$ cat src/rtl/floor_request_input.sv
`default_nettype none
// ============================================================================
// floor_request_input : synchronise, debounce and latch floor push-buttons
//                       into pending requests cleared on car arrival.
// Revision 1.0
// ============================================================================
module floor_request_input #(
    parameter int N_FLOOR        = 8,
    parameter int SAMPLE_DIV     = 100_000,
    parameter int DEBOUNCE_TICKS = 4
) (
    input  logic               CLK,
    input  logic               RST_N,
    input  logic [N_FLOOR-1:0] BTN,
    input  logic [3:0]         floor,
    input  logic               arrive,
    output logic [N_FLOOR-1:0] floor_btn,
    output logic               new_req,
    output logic [3:0]         req_idx,
    output logic               any_req
);

    localparam int DIV_W = $clog2(SAMPLE_DIV);
    localparam int CNT_W = (DEBOUNCE_TICKS > 1) ? $clog2(DEBOUNCE_TICKS) : 1;
    localparam logic [DIV_W-1:0] DIV_LAST = DIV_W'(SAMPLE_DIV - 1);
    localparam logic [CNT_W-1:0] CNT_LAST = CNT_W'(DEBOUNCE_TICKS - 1);

    logic [DIV_W-1:0]   presc;
    logic               tick;
    logic [N_FLOOR-1:0] sync_meta;
    logic [N_FLOOR-1:0] sync;
    logic [N_FLOOR-1:0] stable;
    logic [N_FLOOR-1:0] stable_d;
    logic [N_FLOOR-1:0] press;
    logic [N_FLOOR-1:0] clr;
    logic [N_FLOOR-1:0] newset;
    logic [3:0]         low_idx;

    assign tick = (presc == DIV_LAST);

    always_ff @(posedge CLK or negedge RST_N) begin
        if (!RST_N) begin
            presc <= '0;
        end else if (tick) begin
            presc <= '0;
        end else begin
            presc <= presc + 1'b1;
        end
    end

    always_ff @(posedge CLK or negedge RST_N) begin
        if (!RST_N) begin
            sync_meta <= '0;
            sync      <= '0;
        end else begin
            sync_meta <= BTN;
            sync      <= sync_meta;
        end
    end

    // Any tick on which the synchronised input agrees with the stable state restarts the count.
    for (genvar i = 0; i < N_FLOOR; i++) begin : g_debounce
        logic [CNT_W-1:0] cnt;
        logic             stable_bit;

        always_ff @(posedge CLK or negedge RST_N) begin
            if (!RST_N) begin
                cnt        <= '0;
                stable_bit <= 1'b0;
            end else if (tick) begin
                if (sync[i] == stable_bit) begin
                    cnt <= '0;
                end else if (cnt == CNT_LAST) begin
                    stable_bit <= sync[i];
                    cnt        <= '0;
                end else begin
                    cnt <= cnt + 1'b1;
                end
            end
        end

        assign stable[i] = stable_bit;
    end

    always_comb begin
        clr = '0;
        for (int i = 0; i < N_FLOOR; i++) begin
            clr[i] = arrive && (floor == 4'(i));
        end
    end

    assign newset = press & ~floor_btn & ~clr;

    always_comb begin
        low_idx = '0;
        for (int i = N_FLOOR - 1; i >= 0; i--) begin
            if (newset[i]) begin
                low_idx = 4'(i);
            end
        end
    end

    // Press edge is registered, so a request lands two cycles after the debounced flip.
    always_ff @(posedge CLK or negedge RST_N) begin
        if (!RST_N) begin
            stable_d  <= '0;
            press     <= '0;
            floor_btn <= '0;
            new_req   <= 1'b0;
            req_idx   <= '0;
        end else begin
            stable_d  <= stable;
            press     <= stable & ~stable_d;
            floor_btn <= ~clr & (floor_btn | press);
            new_req   <= |newset;
            if (|newset) begin
                req_idx <= low_idx;
            end
        end
    end

    assign any_req = |floor_btn;

endmodule
`default_nettype wire

$ cat config.mk
export PLATFORM = sky130hd
export DESIGN_NAME = floor_request_input
export DESIGN_NICKNAME = d
export VERILOG_FILES = /design/src/rtl/floor_request_input.sv
export SDC_FILE = /design/constraint.sdc
export NUM_CORES = 1
export LEC_CHECK = 0
export CAP_MARGIN = 30
export CORE_MARGIN = 1
export CORE_UTILIZATION = 31
export DETAILED_ROUTE_END_ITERATION = 16
export PLACE_DENSITY = 0.47
export SLEW_MARGIN = 30
export SYNTH_ARGS = -nofsm -noshare
export SYNTH_HDL_FRONTEND = slang
export SYNTH_SLANG_ARGS = --single-unit
$ cat constraint.sdc
create_clock -name CLK -period 3.8 [get_ports CLK]
set_clock_uncertainty 0.15 [all_clocks]
set_input_delay 0.76 -clock CLK [delete_from_list [all_inputs] [get_ports CLK]]
set_output_delay 0.76 -clock CLK [all_outputs]
set_load 0.01 [all_outputs]
==> impl_metrics.csv, run 1 <==
group,metric,value,unit
setup_path,r2r_start,"presc[0]",
sta,max_slew_margin,50.7,%
logic_synthesis,syn_inst,293,
setup_path,worstSetupStartpoint,"floor_btn[3]",
pwr,powerDensity,474,nW/um2
die,core,11000,um2
worst_hold_path,min_path_type,"flip-flop to flip-flop",
setup_path,crit_required,2.89,ns
clocking,cts_setup_buffers,0,
logic_synthesis,synth-seq-cells,85,
die,ios,29,
global_route,grt_pass1_wl,9770,um
pwr,power,2.04,mW
clocking,post_cts_resized,0,
setup_path,crit_fanout,4,
pwr,power_leakage,2.03,nW
global_route,grt_use_met1,14.0,%
route,first_iter_violations,62,
route,drt_first_pass_iters,4,
setup_path,end_kind,"output pin",
sta,post-route-min-period,2.72,ns
clocking,cts_tree,"done",
sta,setup_tns,0,ns
sta,setup_viol,0,
clocking,htreeDepth,3,
logic_synthesis,yosys_warnings,0,
clocking,ctsHoldBuffers,0,
run,maxCapViolCount,0,
worst_hold_path,min_from,"sync_meta[4]",
global_route,grt_overflow,0,
sta,drv_slew,0,
clocking,root_buffer,"clkbuf_16",
logic_synthesis,netlist_area,3560,um2
logic_synthesis,ys_seq_area_share,59.8,%
clocking,ctsLongestPathBuffers,2,
placed_design,gp_congestion,0.749,
route,avgRoutedWirePerCell,11.9,um
die,start_util,32.2,%
clocking,cts.clk_slew.worst_paths,0.06,ns
die,num_rows,38,
placed_design,dp.cells,456,
global_route,grt_use_met3,2.93,%
sta,finalHoldViolCount,0,
logic_synthesis,postSynthAreaPerCell,12.1,um2
final_layout,antenna_cells,0,
placed_design,port_buffers,27,
route,drc,0,
sta,tightestPinTransition,0.739,ns
final_layout,nets,351,
clocking,clock_latency,0.33,ns
global_route,grt_max_degree,62,
global_route,use_met2,16.2,%
route,vias,2152,
die,die-area,11900,um2
global_route,antenna_found_initial,0,
clocking,cts.sinks,85,
final_layout,syn_to_final_growth,21.2,%
setup_path,cp.arrival,1.81,ns
sta,fmax,368,MHz
route,vias_per_cell,4.57,
sta,rsz0062_at_grt,"false",
die,die_w,109,um
logic_synthesis,synth_cell_types,43,
logic_synthesis,synth_nets,317,
setup_path,critical_path_class,"flip-flop to output pin",
logic_synthesis,ys_top_cells_by_area,"dfrtp_1, nor2b_1, mux2_4",
logic_synthesis,yosysTopAreaCell,"dfrtp_1",
global_route,track_usage,10.7,%
clocking,cts_inserted_buffers,9,
route,wl,5580,um
sta,fin_crit_sh,71.5,%
global_route,gr-max-usage-layer,"met2",
status,status,"finished clean",
final_layout,layout-drive-gt1-share,12.7,%
global_route,grt_pass1_vias,2076,
route,ant_nets,0,
setup_path,start_kind,"flip-flop",
final_layout,stdcell_count,471,
placed_design,dpl.hpwl,3880,um
die,fp.dieH,109,um
pwr,vdd_drop_max,0.000326,V
logic_synthesis,synth_top_area_share,59.8,%
layer usage:
metal  vias to the layer above  routed length, um
met4                         0                121
met5                         -                  0
li1                       1075                  -
met1                      1036               2700
met3                        10                213
met2                        31               2550
logic make-up after synthesis:
family,count (synthesis),share of synthesized area (%)
adders and majority gates,9,3.17
and+or+nand+nor,109,16.6
xor gates and xnor gates,23,5.66
DFF,85,59.8
muxes,14,5.28
AOI/OAI and AO/OA,36,6.79
buffers and inverters,16,2.57
other,1,0.105
worst paths after layout:
kind	to	cells past startpoint	slack, ns
setup / recovery	any_req	3	1.08
hold / removal	sync[4]	0	0.19
setup reg to reg	g_debounce[0].stable_bit	7	1.34
hold reg to reg	sync[4]	0	0.19
max in group asynchronous	presc[0]	2	2.48
min in group asynchronous	req_idx[0]	1	0.34
flip-flops by register name, indices dropped and copies added, names as in the netlist:
signal,count
g_debounce.cnt,16
sync,8
req_idx,3
sync_meta,8
g_debounce.stable_bit,8
press,8
presc,17
new_req,1
floor_btn,8
stable_d,8
metrics by stage:
step / utilization [%] / hold slack, ns / worst slack, ns / instance area [um2]
floorplan: - / 0.181 / 1.82 / 3560
global placement: 35.9 / 0.183 / 1.12 / 3960
detailed placement: 35.9 / 0.185 / 1.11 / 3960
CTS: 39.1 / 0.196 / 1.05 / 4310
global route: 39.1 / 0.204 / 0.940 / 4310
finish: 39.1 / 0.193 / 1.08 / 4310
Yosys cell counts (all sizes together):
| library cell | instances |
|---|---|
| a21bo | 1 |
| a21boi | 2 |
| a21oi | 9 |
| a221o | 1 |
| a31o | 5 |
| a32o | 1 |
| a41oi | 1 |
| and3 | 2 |
| and4 | 1 |
| and4b | 1 |
| and4bb | 2 |
| buf | 6 |
| clkbuf | 1 |
| conb | 1 |
| dfrtp | 85 |
| ha | 9 |
| inv | 9 |
| mux2 | 14 |
| nand2 | 16 |
| nand2b | 6 |
| nand3 | 14 |
| nand3b | 2 |
| nand4 | 4 |
| nand4b | 2 |
| nor2 | 25 |
| nor2b | 22 |
| nor3 | 6 |
| nor3b | 1 |
| nor4 | 3 |
| nor4b | 1 |
| o211a | 1 |
| o21a | 2 |
| o21ai | 9 |
| o22ai | 2 |
| o2bb2ai | 1 |
| o31ai | 1 |
| or3 | 1 |
| xnor2 | 11 |
| xor2 | 12 |
critical path, cell delays in order, from the launching register on:
cell,delay [ns]
dfrtp_1,0.41
nor4_1,0.48
nand2_1,0.10
clkdlybuf4s50_1,0.49
area by class of cell:
class | count | area, um2
clock buffer | 10 | 239
clock inverter | 5 | 108
fill | 1066 | 6720
inverter | 9 | 33.8
multi-input combinational | 192 | 1340
sequential | 85 | 2130
tap | 140 | 175
timing repair buffer | 30 | 290
report_power, final:
group	total [mW]	switching, mW	leakage (nW)	internal, mW
logic	0.103	0.0502	0.735	0.0525
clock network	0.999	0.339	0.169	0.660
registers	0.942	0.0167	1.13	0.925
layout by cell type, fill, tap and decap left out, types with 2 or more instances in the layout:
master,synthesis,routed
dfrtp_1,85,85
clkdlybuf4s50_1,0,26
nor2_1,25,25
nor2b_1,22,22
nand2_1,16,16
nand3_1,14,14
xor2_1,12,12
xnor2_1,11,11
inv_1,9,9
a21oi_1,9,9
o21ai_0,9,9
ha_1,9,9
clkbuf_16,0,9
mux2_4,8,8
nand2b_1,6,6
nor3_1,6,6
mux2_2,6,6
a31o_2,5,5
nand4_1,4,4
buf_4,3,4
nor4_1,3,3
bufinv_16,0,3
and4bb_2,2,2
o21a_1,2,2
nand4b_1,2,2
and3_1,2,2
a21boi_0,2,2
o22ai_1,2,2
nand3b_1,2,2
(Power assumes the default switching activity.)
==> run 2: changes to the inputs <==
Clock period 3.8 ns to 2.5 ns, I/O delays scaled along.
==> impl_metrics.csv, run 2 (synthesis gave the netlist of run 1 again) <==
group,metric,value,unit
die,core,11000,um2
clocking,cts_inserted_buffers,9,
global_route,antenna_found_initial,0,
final_layout,antenna_cells,0,
final_layout,final_core_util,39.0,%
global_route,track_usage,11.0,%
final_layout,fillers,1091,
sta,finalHoldViolCount,0,
run,maxCapViolCount,0,
global_route,grt_pass1_wl,10000,um
route,drt_first_pass_iters,4,
die,die-area,11900,um2
placed_design,gp_congestion,0.777,
final_layout,stdcell_count,473,
final_layout,largest_register_ff_count,17,
final_layout,regMostFlops,"presc",
worst_hold_path,min_path_type,"flip-flop to flip-flop",
placed_design,port_buffers,27,
clocking,cts.clk_slew.worst_paths,0.06,ns
sta,fin_crit_sh,92.9,%
sta,drv_slew,0,
sta,setup_viol,0,
route,first_iter_violations,91,
global_route,grt_max_degree,43,
die,die_w,109,um
clocking,root_buffer,"clkbuf_16",
global_route,grt_overflow,0,
clocking,htreeDepth,3,
final_layout,largestRegisters,"presc x17, g_debounce.cnt x16",
sta,finalWorstSetupSlack,0.178,ns
sta,setup_tns,0,ns
die,ios,29,
pwr,powerDensity,664,nW/um2
die,fp.dieH,109,um
placed_design,dp_slack,0.0492,ns
route,wl,5680,um
pwr,seqPwrFrac,50.2,%
setup_path,slowest_stage,"clkdlybuf4s50_1",
route,drc,0,
final_layout,nets,354,
setup_path,end_kind,"output pin",
placed_design,placedInstanceArea,4000,um2
pwr,power_leakage,2.02,nW
sta,hold_slack,0.197,ns
sta,post-route-min-period,2.32,ns
route,ant_nets,0,
pwr,p_int,2.25,mW
pwr,power,2.86,mW
setup_path,start_kind,"flip-flop",
die,start_util,32.2,%
pwr,swShare,21.1,%
sta,fmax,431,MHz
pwr,p_switching,603,uW
setup_path,cp_slowest_stage_delay,0.48,ns
route,avgRoutedWirePerCell,12.0,um
pwr,vdd_drop_max,0.000250,V
final_layout,final_common_cell,"dfrtp_1",
setup_path,cp.arrival,1.67,ns
final_layout,syn_to_final_growth,20.9,%
pwr,pwr-share-clk,44.2,%
clocking,cts.sinks,85,
setup_path,cp_cell_sequence,"nor4_2, nand2_1, clkdlybuf4s50_1",
setup_path,cpLargestDelayFamily,"buffers and inverters",
placed_design,dp.cells,458,
clocking,cts_setup_buffers,0,
setup_path,critical_path_class,"flip-flop to output pin",
route,vias_per_cell,4.62,
die,num_rows,38,
pwr,power_frac_comb,5.7,%
route,vias,2186,
global_route,grt_pass1_vias,2146,
final_layout,fin_area,4300,um2
final_layout,layout-drive-gt1-share,12.9,%
clocking,cts_tree,"done",
clocking,ctsLongestPathBuffers,2,
clocking,clock_latency,0.33,ns
setup_path,crit_required,1.85,ns
setup_path,critPathBufInv,1,
final_layout,final_cell_mix,"dfrtp_1, clkdlybuf4s50_1, nor2_1",
placed_design,dpl.hpwl,3910,um
sta,rsz0062_at_grt,"false",
status,status,"finished clean",
setup_path,crit_fanout,4,
==> run 2: cell types whose count changed in the layout (fill, tap and decap cells not counted) <==
cell	previous run	this run
buf_12	0	2
bufinv_16	3	1
clkbuf_1	0	1
clkbuf_8	1	0
clkinv_2	0	1
clkinvlp_4	0	1
dlygate4sd3_1	0	1
inv_6	1	0
nor4_1	3	2
nor4_2	0	1
==> run 2: power groups by stage <==
stage                     combinational [mW]  sequential [mW]  clock, mW
after floorplan                       0.0438             1.46          0
after global placement                 0.166             1.46          0
after detailed placement               0.165             1.46          0
after CTS                              0.168             1.43       1.32
after global routing                   0.183             1.44       1.36
final                                  0.162             1.43       1.26
==> run 2: cell type report <==
cell class | count | area (um2) | share of cell area [%]
clock buffers | 10 | 229 | 5.32
clock inverters | 4 | 51.3 | 1.19
inverters | 9 | 33.8 | 0.786
multi-input cells | 192 | 1340 | 31.2
flip-flops and latches | 85 | 2130 | 49.5
well taps | 140 | 175 | 4.07
repair buffers | 33 | 340 | 7.91
==> run 2: timing repair <==
action | 4_1_cts | 5_1_grt
resized for setup | 1 | 0
hold endpoints to repair | 21 | 0
setup endpoints to repair | 1 | 0
hold buffers | 1 | 0
==> run 2: path summary, 6_finish.rpt <==
kind,start,end,slack (ns),cells after the start
setup / recovery,floor_btn[3],any_req,0.18,3
hold / removal,sync_meta[0],sync[0],0.20,0
setup reg to reg,presc[0],g_debounce[3].stable_bit,0.37,7
hold reg to reg,sync_meta[0],sync[0],0.20,0
max in group asynchronous,RST_N,presc[9],1.14,3
min in group asynchronous,RST_N,new_req,0.46,2
==> run 2: routing by layer <==
metal / share of wire, % / GRT usage (%) / up-vias
met2: 45 / 16.5 / 34
met5: 0 / 0 / -
met1: 50 / 14.7 / 1059
li1: - / - / 1087
met4: 1.3 / 4.34 / 0
met3: 4.2 / 3.41 / 6
